<file path="src/rtl/rca_pkg.sv">
// Shared definitions for the registered ripple-carry adder.
package rca_pkg;

  localparam int unsigned RCA_DEFAULT_WIDTH = 8;
  localparam int unsigned RCA_MAX_WIDTH     = 64;

  // Reference result of a + b + cin at the given width, returned as
  // {carry, sum} in the low width+1 bits. Operands are truncated to width
  // bits first, so callers may pass zero-extended or wider values.
  function automatic logic [64:0] ref_add(
    input logic [63:0] a,
    input logic [63:0] b,
    input logic        cin,
    input int unsigned width
  );
    logic [63:0] opnd_mask;
    logic [64:0] res_mask;
    logic [64:0] full;
    opnd_mask = (width >= 64) ? '1 : ((64'd1 << width) - 64'd1);
    res_mask  = (width >= 64) ? '1 : ((65'd1 << (width + 1)) - 65'd1);
    full = {1'b0, a & opnd_mask} + {1'b0, b & opnd_mask} + {64'd0, cin};
    return full & res_mask;
  endfunction

endpackage

</file>
<file path="src/rtl/ripple_carry_adder_full_adder.sv">
// Single-bit full adder; one stage of the ripple chain.
module full_adder (
  input  logic a,
  input  logic b,
  input  logic ci,
  output logic s,
  output logic co
);

  logic p;

  // Sum and carry for one bit position.
  always_comb begin
    p  = a ^ b;
    s  = p ^ ci;
    co = (a & b) | (ci & p);
  end

endmodule

</file>
<file path="src/rtl/ripple_carry_adder.sv">
// Registered N-bit ripple-carry adder: {cout, sum} <= a + b + cin,
// one cycle latency, result held while in_valid is low.
module ripple_carry_adder
  import rca_pkg::*;
#(
  parameter int unsigned WIDTH = RCA_DEFAULT_WIDTH
) (
  input  logic             clk,
  input  logic             rst_n,
  input  logic             in_valid,
  input  logic [WIDTH-1:0] a,
  input  logic [WIDTH-1:0] b,
  input  logic             cin,
  output logic             out_valid,
  output logic [WIDTH-1:0] sum,
  output logic             cout
);

  // c[i] is the carry into bit i; c[WIDTH] is the carry out of the MSB.
  logic [WIDTH:0]   c;
  logic [WIDTH-1:0] s;

  assign c[0] = cin;

  genvar i;
  generate
    for (i = 0; i < WIDTH; i++) begin : g_bit
      full_adder u_fa (
        .a  (a[i]),
        .b  (b[i]),
        .ci (c[i]),
        .s  (s[i]),
        .co (c[i+1])
      );
    end
  endgenerate

  // Output register: capture only on valid input so idle (possibly X)
  // operands never reach sum/cout; reset wins over in_valid.
  always_ff @(posedge clk) begin
    if (!rst_n) begin
      out_valid <= 1'b0;
      sum       <= '0;
      cout      <= 1'b0;
    end else begin
      out_valid <= in_valid;
      if (in_valid) begin
        sum  <= s;
        cout <= c[WIDTH];
      end
    end
  end

  a_result : assert property (@(posedge clk)
    (rst_n && in_valid) |=>
      (out_valid && (65'({cout, sum}) ==
        ref_add(64'($past(a)), 64'($past(b)), $past(cin), WIDTH))));

  a_reset : assert property (@(posedge clk)
    !rst_n |=> (!out_valid && (sum == '0) && !cout));

  a_hold : assert property (@(posedge clk)
    (rst_n && !in_valid) |=> (!out_valid && $stable(sum) && $stable(cout)));

endmodule

</file>
<file path="config.mk">
export PLATFORM = sky130hd
export DESIGN_NAME = ripple_carry_adder
export DESIGN_NICKNAME = d
export VERILOG_FILES = /design/src/rtl/rca_pkg.sv /design/src/rtl/ripple_carry_adder_full_adder.sv /design/src/rtl/ripple_carry_adder.sv
export SDC_FILE = /design/constraint.sdc
export NUM_CORES = 1
export LEC_CHECK = 0
export ABC_AREA = 1
export ABC_CLOCK_PERIOD_IN_PS = 6300
export CAP_MARGIN = 30
export CELL_PAD_IN_SITES_DETAIL_PLACEMENT = 1
export CELL_PAD_IN_SITES_GLOBAL_PLACEMENT = 2
export CORE_UTILIZATION = 21
export CTS_BUF_LIST = sky130_fd_sc_hd__clkbuf_4
export CTS_CLUSTER_DIAMETER = 80
export DETAILED_ROUTE_END_ITERATION = 6
export HOLD_SLACK_MARGIN = 0.08
export PLACE_DENSITY = 0.83
export SYNTH_ARGS = -nofsm -noshare
export SYNTH_HDL_FRONTEND = slang
export SYNTH_SLANG_ARGS = --single-unit
</file>
<file path="constraint.sdc">
create_clock -name clk -period 6.3 [get_ports clk]
set_input_delay 1.89 -clock clk [delete_from_list [all_inputs] [get_ports clk]]
set_output_delay 1.89 -clock clk [all_outputs]
set_load 0.01 [all_outputs]
</file>
* After elaboration in Yosys (flattened, before gate mapping)
Index checks and enable logic that the tools add are counted. W data, S select, Z words.
Word-level totals: flip-flop bits (word level) 10, memories 0, output and inout bits 10, memory bits (writable) 0, word-level logic and storage cells 43, bits of input ports 20, ROM bits 0, bits in latches 0
Operators by class: reductions and logical operators 0, bitwise logic cells 40, $lt $le $gt $ge 0, multiplexer cells 0, divide/modulo/power cells 0, multipliers 0, eq/ne operators 0, $add $sub $neg 0, shift-type cells 0
Operators by type and width (number):
- $and A1 B1 Y1 | 16
- $xor A1 B1 Y1 | 16
- $or A1 B1 Y1 | 8

* Logic depth before layout (Yosys ltp)
Gate-level depths: netlist of run 1.
depth in word-level cells 17, depth in mapped cells 14, depth with buffers taken out 14

* By module
Synthesis of run 1 repeated with hierarchy kept, for this count alone.
Second synthesis, totals: cell total of the unflattened synthesis 68, area total of the unflattened synthesis 573.0 um^2
Modules (own cells, without submodules):
- ripple_carry_adder | cells each 60, area an instance 412.9 um^2, seq. area each 200.2 um^2, times used 1
- full_adder | cells each 1, area an instance 20.0 um^2, seq. area each 0.0 um^2, times used 8

* Least setup slack after synthesis of run 1
Ideal clock, no wire load.
path kind input-to-reg, start point input port a[0], end point register sum[7], arrival 5.023 ns, buffers on the path 0, required time 6.236 ns, stages on the path 14, library setup time 0.064 ns, setup slack 1.213 ns, cells stage by stage inv_1 fa_1 inv_1 fa_1 fa_1 fa_1 fa_1 fa_1 fa_1 inv_1 fa_1 nand2_1 nand2_1 nor2_1
On the way: cells in the longest elaborated chain, start to end 16, elaborated cells between the ends (all ways) 17, those cells by class 17 x bitwise
RTL lines:
- start: declaration | RTL line ripple_carry_adder.sv:11 | input logic [WIDTH-1:0] a,
- $xor A1 B1 Y1 | RTL line ripple_carry_adder_full_adder.sv:14 | p = a ^ b;
- $and A1 B1 Y1 | RTL line ripple_carry_adder_full_adder.sv:16 | co = (a & b) | (ci & p);
- $or A1 B1 Y1 (*) | RTL line ripple_carry_adder_full_adder.sv:16
- $and A1 B1 Y1 (*) | RTL line ripple_carry_adder_full_adder.sv:16
- $or A1 B1 Y1 (*) | RTL line ripple_carry_adder_full_adder.sv:16
- $and A1 B1 Y1 (*) | RTL line ripple_carry_adder_full_adder.sv:16
- $or A1 B1 Y1 (*) | RTL line ripple_carry_adder_full_adder.sv:16
- $and A1 B1 Y1 (*) | RTL line ripple_carry_adder_full_adder.sv:16
- $or A1 B1 Y1 (*) | RTL line ripple_carry_adder_full_adder.sv:16
- $and A1 B1 Y1 (*) | RTL line ripple_carry_adder_full_adder.sv:16
- $or A1 B1 Y1 (*) | RTL line ripple_carry_adder_full_adder.sv:16
- $and A1 B1 Y1 (*) | RTL line ripple_carry_adder_full_adder.sv:16
- $or A1 B1 Y1 (*) | RTL line ripple_carry_adder_full_adder.sv:16
- $and A1 B1 Y1 (*) | RTL line ripple_carry_adder_full_adder.sv:16
- $or A1 B1 Y1 (*) | RTL line ripple_carry_adder_full_adder.sv:16
- $xor A1 B1 Y1 (*) | RTL line ripple_carry_adder_full_adder.sv:15 | s = p ^ ci;
- end signal: assignment | RTL line ripple_carry_adder.sv:48 | sum <= s;
- end: declaration | RTL line ripple_carry_adder.sv:15 | output logic [WIDTH-1:0] sum,
Mark *: on every way between the ends. The rest lies on a longest branch, timed or not. A chain may end at the register's enable or synchronous reset.

* Worst setup path after layout of run 1
Ends and elaborated chain as after synthesis.

==> results_dict.tcl, run 1 <==
set metrics [dict create \
    ioPinCount 30 \
    rr_endpoint "sum[7]$_SDFFE_PN0P_" \
    reg2reg_slack_ns 5.72 \
    clock_latency_ns 0.26 \
    drt_iter0_markers 2 \
    synth_cell_types 8 \
    dieArea_um2 3020 \
    min_to "sum[3]$_SDFFE_PN0P_" \
    fin_util_pct 35.3 \
    clock-sinks 10 \
    gr-total-overflow 0 \
    holdCritPathClass "flop to flop" \
    dr.pass1.iters 2 \
    postCtsResizedCells 0 \
    routed_via_density 3.93 \
    final_common_cell "clkdlybuf4s50_1" \
    worst_path_largest_cell_delay_ns 0.40 \
    yosysWarnings 0 \
    die_x_um 54.9 \
    cts_made_buffers 3 \
    grt_pass1_vias 527 \
    drc 0 \
    critPathTopFamily "adder cells" \
    hp-start "sum[3]$_SDFFE_PN0P_" \
    path_max_fanout 1 \
    wl_per_cell_um 9.54 \
    crit_type "primary input to flop" \
    fmax_mhz 185 \
    path_cells "clkdlybuf4s50_1 > inv_1 > fa_1 > inv_1 > fa_1 > fa_1 > fa_1 > fa_1 > fa_1 > fa_1 > inv_1 > fa_1 > nand2_1 > nand2_1 > nor2_1" \
    fin_crit_ns 5.40 \
    hpwl_um 1050 \
    maxCapViolations 0 \
    cp_num_buf_inv 4 \
    cts_tree "done" \
    grt_first_pass_wirelength_um 2210 \
    powerDensity_nw_per_um2 190 \
    synth_area_um2 588 \
    vias 519 \
    critPathRequiredTime_ns 6.50 \
    finalSetupTns_ns 0 \
    tightestPinTransition_ns 0.643 \
    pre_cts_ws_ns 0.576 \
    ctsHtreeMaxLevel 1 \
    area_delta_synth_final_pct 54.0 \
    setup_viol 0 \
    fp-row-count 18 \
    grt_start_max_net_pins 20 \
    postCtsSetupBuffers 0 \
    path_common_cell "fa_1" \
    yosysSeqAreaShare_pct 34.0 \
    start_kind "primary input" \
    nFillCells 331 \
    worst_path_max_delay_cell "fa_1" \
    rsz0062_at_grt "no" \
    r2r-start "sum[7]$_SDFFE_PN0P_" \
    postSynthAreaPerCell_um2 8.17 \
    period_share_pct 85.8 \
    power.leakage_nw 0.431 \
    place.gp.congestion 0.616 \
    die_y_um 54.9 \
    holdWs_ns 0.474 \
    grt_util_all_layers_pct 11.3 \
    hold_buffers 0 \
    clock_path_buffers 2 \
    relSlewSlack_pct 57.0 \
    arrival_ns 5.61 \
    status "finished, final reports clean" \
    cts_root_buffer "clkbuf_4" \
    routed_wl_um 1260 \
    end_kind "flop" \
    core_um2 2570 \
    setup_ws_ns 0.897 \
    hold_violations 0 \
    initial_utilization_pct 22.9 \
    fin_skew_ns 0 \
    clkSlewWorstSetupHoldPaths_ns 0.07 \
    io_buffers 29 \
    antenna_left 0 \
    nets 131 \
    diodes 0 \
    layout_common_cells "clkdlybuf4s50_1, nand2_1, nor2_1" \
    worstHoldPathCells 2 \
    synth.net_count 100 \
    antenna_found_initial 0 \
    final_max_slew_viol_count 0 \
    drive_gt1_share_pct 2.94 \
    reg2reg_depth 2 \
    vdd_drop_max_uv 120 \
    syn_inst 72 \
    synth_seq_cells 10 \
]
## per-stage QoR
| stage | power [mW] | std cells | cell area, um^2 |
|---|---|---|---|
| final | 0.172 | 132 | 906 |
| after global routing | 0.189 | 132 | 906 |
| after CTS | 0.177 | 132 | 906 |
| after detailed placement | 0.128 | 128 | 880 |
| after floorplan | 0.100 | 72 | 588 |
| after global placement | 0.127 | 128 | 880 |
## kinds of logic (layout without fill, tap and decap cells)
| family | Yosys count | in the layout | share of synthesized area [%] |
|---|---|---|---|
| buffers and inverters | 17 | 47 | 15.1 |
| and+or+nand+nor | 37 | 37 | 23.6 |
| DFF | 10 | 10 | 34.0 |
| adders and majority gates | 8 | 8 | 27.2 |
## registers in the layout, summed over array words and instances (netlist names)
| register | cells |
|---|---|
| out_valid | 1 |
| cout | 1 |
| sum | 8 |
## where the power goes
part / switching [mW] / internal, mW / total (mW) / leakage, nW
clock network: 0.0236 / 0.0229 / 0.0465 / 0.0154
registers: 0.00275 / 0.0691 / 0.0718 / 0.0832
logic: 0.0232 / 0.0305 / 0.0537 / 0.332
## worst reg2reg max path: stages, from the launching register on
cell and delay [ns]:
dfxtp_1 0.34, nor2_1 0.05, nor2_1 0.13
## per-layer routing
metal  global-route usage [%]  routed length [um]  up-vias
met4                     5.00                   7        0
met1                     10.5                 460      236
met5                        0                   0        -
met2                     21.3                 697       20
met3                     4.64                  93        2
li1                         -                   -      261
## cell usage after synthesis, drive strengths merged
cell    n  area [um^2]
nand2  19         71.3
nor2   18         67.6
inv    14         52.6
dfxtp  10          200
fa      8          160
buf     3         36.3
## cell type report
class / count / area, um^2 / area share, %
Inverter: 14 / 52.6 / 5.80
Multi-Input combinational cell: 45 / 299 / 33.0
Sequential cell: 10 / 200 / 22.1
Clock buffer: 3 / 22.5 / 2.49
Timing Repair Buffer: 29 / 290 / 32.0
Tap cell: 30 / 37.5 / 4.14
Clock inverter: 1 / 3.75 / 0.414
## worst max-delay path by stage
stage	startpoint	end	slack, ns	depth (start not counted)
after floorplan	a[0]	sum[7]$_SDFFE_PN0P_	1.21	14
after global placement	a[0]	sum[7]$_SDFFE_PN0P_	0.69	15
after detailed placement	a[0]	sum[7]$_SDFFE_PN0P_	0.58	15
after CTS	a[0]	sum[7]$_SDFFE_PN0P_	0.85	15
after global routing	a[0]	sum[7]$_SDFFE_PN0P_	0.66	15
final	a[0]	sum[7]$_SDFFE_PN0P_	0.90	15
(Power assumes the default switching activity.)
==> run 2, diff against run 1 <==
--- a/config.mk
+++ b/config.mk
@@ -7,15 +7,17 @@
 export LEC_CHECK = 0
 export ABC_AREA = 1
 export ABC_CLOCK_PERIOD_IN_PS = 6300
-export CAP_MARGIN = 30
+export CAP_MARGIN = 10
 export CELL_PAD_IN_SITES_DETAIL_PLACEMENT = 1
 export CELL_PAD_IN_SITES_GLOBAL_PLACEMENT = 2
+export CORE_ASPECT_RATIO = 0.75
 export CORE_UTILIZATION = 21
 export CTS_BUF_LIST = sky130_fd_sc_hd__clkbuf_4
 export CTS_CLUSTER_DIAMETER = 80
 export DETAILED_ROUTE_END_ITERATION = 6
 export HOLD_SLACK_MARGIN = 0.08
 export PLACE_DENSITY = 0.83
+export RECOVER_POWER = 100
 export SYNTH_ARGS = -nofsm -noshare
 export SYNTH_HDL_FRONTEND = slang
 export SYNTH_SLANG_ARGS = --single-unit
==> run 2 against run 1 <==
  * Critical path depth stayed put
  * Worst hold slack better by 0.0028 ns
  * Via count is 0.77% lower
  * Cell area is 0.41% higher
  * Fmax is 1.3% lower
  * Global-route usage is 1.4 points lower
  * Die area hardly changed
  * Flip-flop and latch count stayed put
  * Sequential power hardly changed
  * Sequential share of layout area is 0.091 points lower
  * Largest cell class unchanged
==> results_dict.tcl, run 2 (synthesis gave the netlist of run 1 again) <==
set metrics [dict create \
    clock_path_buffers 2 \
    initial_utilization_pct 22.3 \
    end_kind "flop" \
    wl_per_cell_um 8.91 \
    final_common_cell "nand2_1" \
    nets 131 \
    arrival_ns 5.67 \
    relSlewSlack_pct 58.3 \
    ioPinCount 30 \
    ctsHtreeMaxLevel 1 \
    die_y_um 47.8 \
    grt_start_max_net_pins 20 \
    hold_buffers 0 \
    area_delta_synth_final_pct 54.7 \
    critPathRequiredTime_ns 6.50 \
    vias 515 \
    routed_wl_um 1220 \
    rr_endpoint "sum[0]$_SDFFE_PN0P_" \
    grt_first_pass_wirelength_um 2120 \
    cts_made_buffers 3 \
    path_max_fanout 1 \
    reg2reg_slack_ns 5.71 \
    vdd_drop_max_uv 58.1 \
    fin_crit_ns 5.47 \
    drt_iter0_markers 7 \
    setup_viol 0 \
    reg2reg_depth 2 \
    regMostFlops "sum" \
    grt_pass1_vias 515 \
    power.leakage_nw 0.450 \
    antenna_left 0 \
    drive_gt1_share_pct 2.97 \
    antenna_found_initial 0 \
    core_um2 2640 \
    cts_tree "done" \
    endpoint "sum[7]$_SDFFE_PN0P_" \
    status "finished, final reports clean" \
    clock_latency_ns 0.26 \
    powerDensity_nw_per_um2 180 \
    fp-row-count 16 \
    holdWs_ns 0.476 \
    place.gp.congestion 0.690 \
    postCtsResizedCells 0 \
    dieArea_um2 3020 \
    drc 0 \
    die_x_um 63.1 \
    r2r-start "sum[0]$_SDFFE_PN0P_" \
    maxCapViolations 0 \
    biggestRegsByFlops "sum: 8 flops, cout: 1 flops, out_valid: 1 flops" \
    gr-total-overflow 0 \
    crit_type "primary input to flop" \
    holdCritPathClass "flop to flop" \
    critPathLaunch "a[0]" \
    nFillCells 340 \
    fmax_mhz 183 \
    io_buffers 29 \
    hold_violations 0 \
    routed_via_density 3.76 \
    cts_root_buffer "clkbuf_4" \
    period_share_pct 86.9 \
    rsz0062_at_grt "no" \
    largest_reg_flops 8 \
    clkSlewWorstSetupHoldPaths_ns 0.06 \
    finalSetupTns_ns 0 \
    layout_common_cells "nand2_1, nor2_1, clkdlybuf4s50_1" \
    final_max_slew_viol_count 0 \
    grt_util_all_layers_pct 9.94 \
    tightestPinTransition_ns 0.623 \
    start_kind "primary input" \
    clock-sinks 10 \
    fin_skew_ns 0 \
    postCtsSetupBuffers 0 \
    hpwl_um 1040 \
    dr.pass1.iters 3 \
    diodes 0 \
]
## run 2: cell types whose count changed in the layout (fill, tap and decap cells not counted), sizes merged
cell / before / now
clkdlybuf4s50: 29 / 17
dlygate4sd3: 0 / 12
clkinv: 1 / 0
## run 2: worst min-delay path by stage
stage	start	to	slack, ns	depth (start not counted)
6_report	sum[1]$_SDFFE_PN0P_	sum[1]$_SDFFE_PN0P_	0.48	2
5_1_grt	sum[1]$_SDFFE_PN0P_	sum[1]$_SDFFE_PN0P_	0.50	2
4_1_cts	sum[7]$_SDFFE_PN0P_	sum[7]$_SDFFE_PN0P_	0.48	2
3_5_place_dp	sum[4]$_SDFFE_PN0P_	sum[4]$_SDFFE_PN0P_	0.47	2
3_3_place_gp	sum[0]$_SDFFE_PN0P_	sum[0]$_SDFFE_PN0P_	0.46	2
2_1_floorplan	sum[1]$_SDFFE_PN0P_	sum[1]$_SDFFE_PN0P_	0.49	2
## run 2: per-stage QoR
step                      instance area (um^2)  util, %  power (mW)  instances  worst slack (ns)
after global placement                     887     33.6       0.127        134             0.685
after global routing                       910     34.4       0.180        137             0.632
after CTS                                  910     34.4       0.172        137             0.924
after detailed placement                   887     33.6       0.129        134             0.653
final                                      910     34.4       0.164        137             0.828
after floorplan                            588        -       0.100         72              1.21
## run 2: layout make-up
class / count / area (um^2) / area share, %
multi-input cells: 45 / 299 / 32.9
repair buffers: 29 / 290 / 31.9
flip-flops and latches: 10 / 200 / 22.0
inverters: 14 / 52.6 / 5.78
well taps: 36 / 45.0 / 4.95
clock buffers: 3 / 22.5 / 2.48
## run 2: layer usage
| metal | part of all wire [%] | wire [um] | GRT usage, % | vias to the layer above |
|---|---|---|---|---|
| li1 | - | - | - | 260 |
| met1 | 41 | 502 | 9.74 | 231 |
| met2 | 49 | 601 | 17.8 | 24 |
| met3 | 9.6 | 117 | 5.95 | 0 |
| met4 | 0 | 0 | 4.19 | 0 |
| met5 | 0 | 0 | 0 | - |
## run 2: report_power, final
group          switching (mW)  total [mW]  internal, mW
clock network          0.0192      0.0411        0.0219
logic                  0.0229      0.0510        0.0281
registers             0.00279      0.0720        0.0692
## run 2: worst max-delay path, stage by stage
cell and delay, ns:
dlygate4sd3_1 0.53, inv_1 0.08, fa_1 0.16, inv_1 0.05, fa_1 0.37, fa_1 0.38
fa_1 0.38, fa_1 0.38, fa_1 0.38, fa_1 0.36, inv_1 0.08, fa_1 0.41
nand2_1 0.08, nand2_1 0.06, nor2_1 0.08
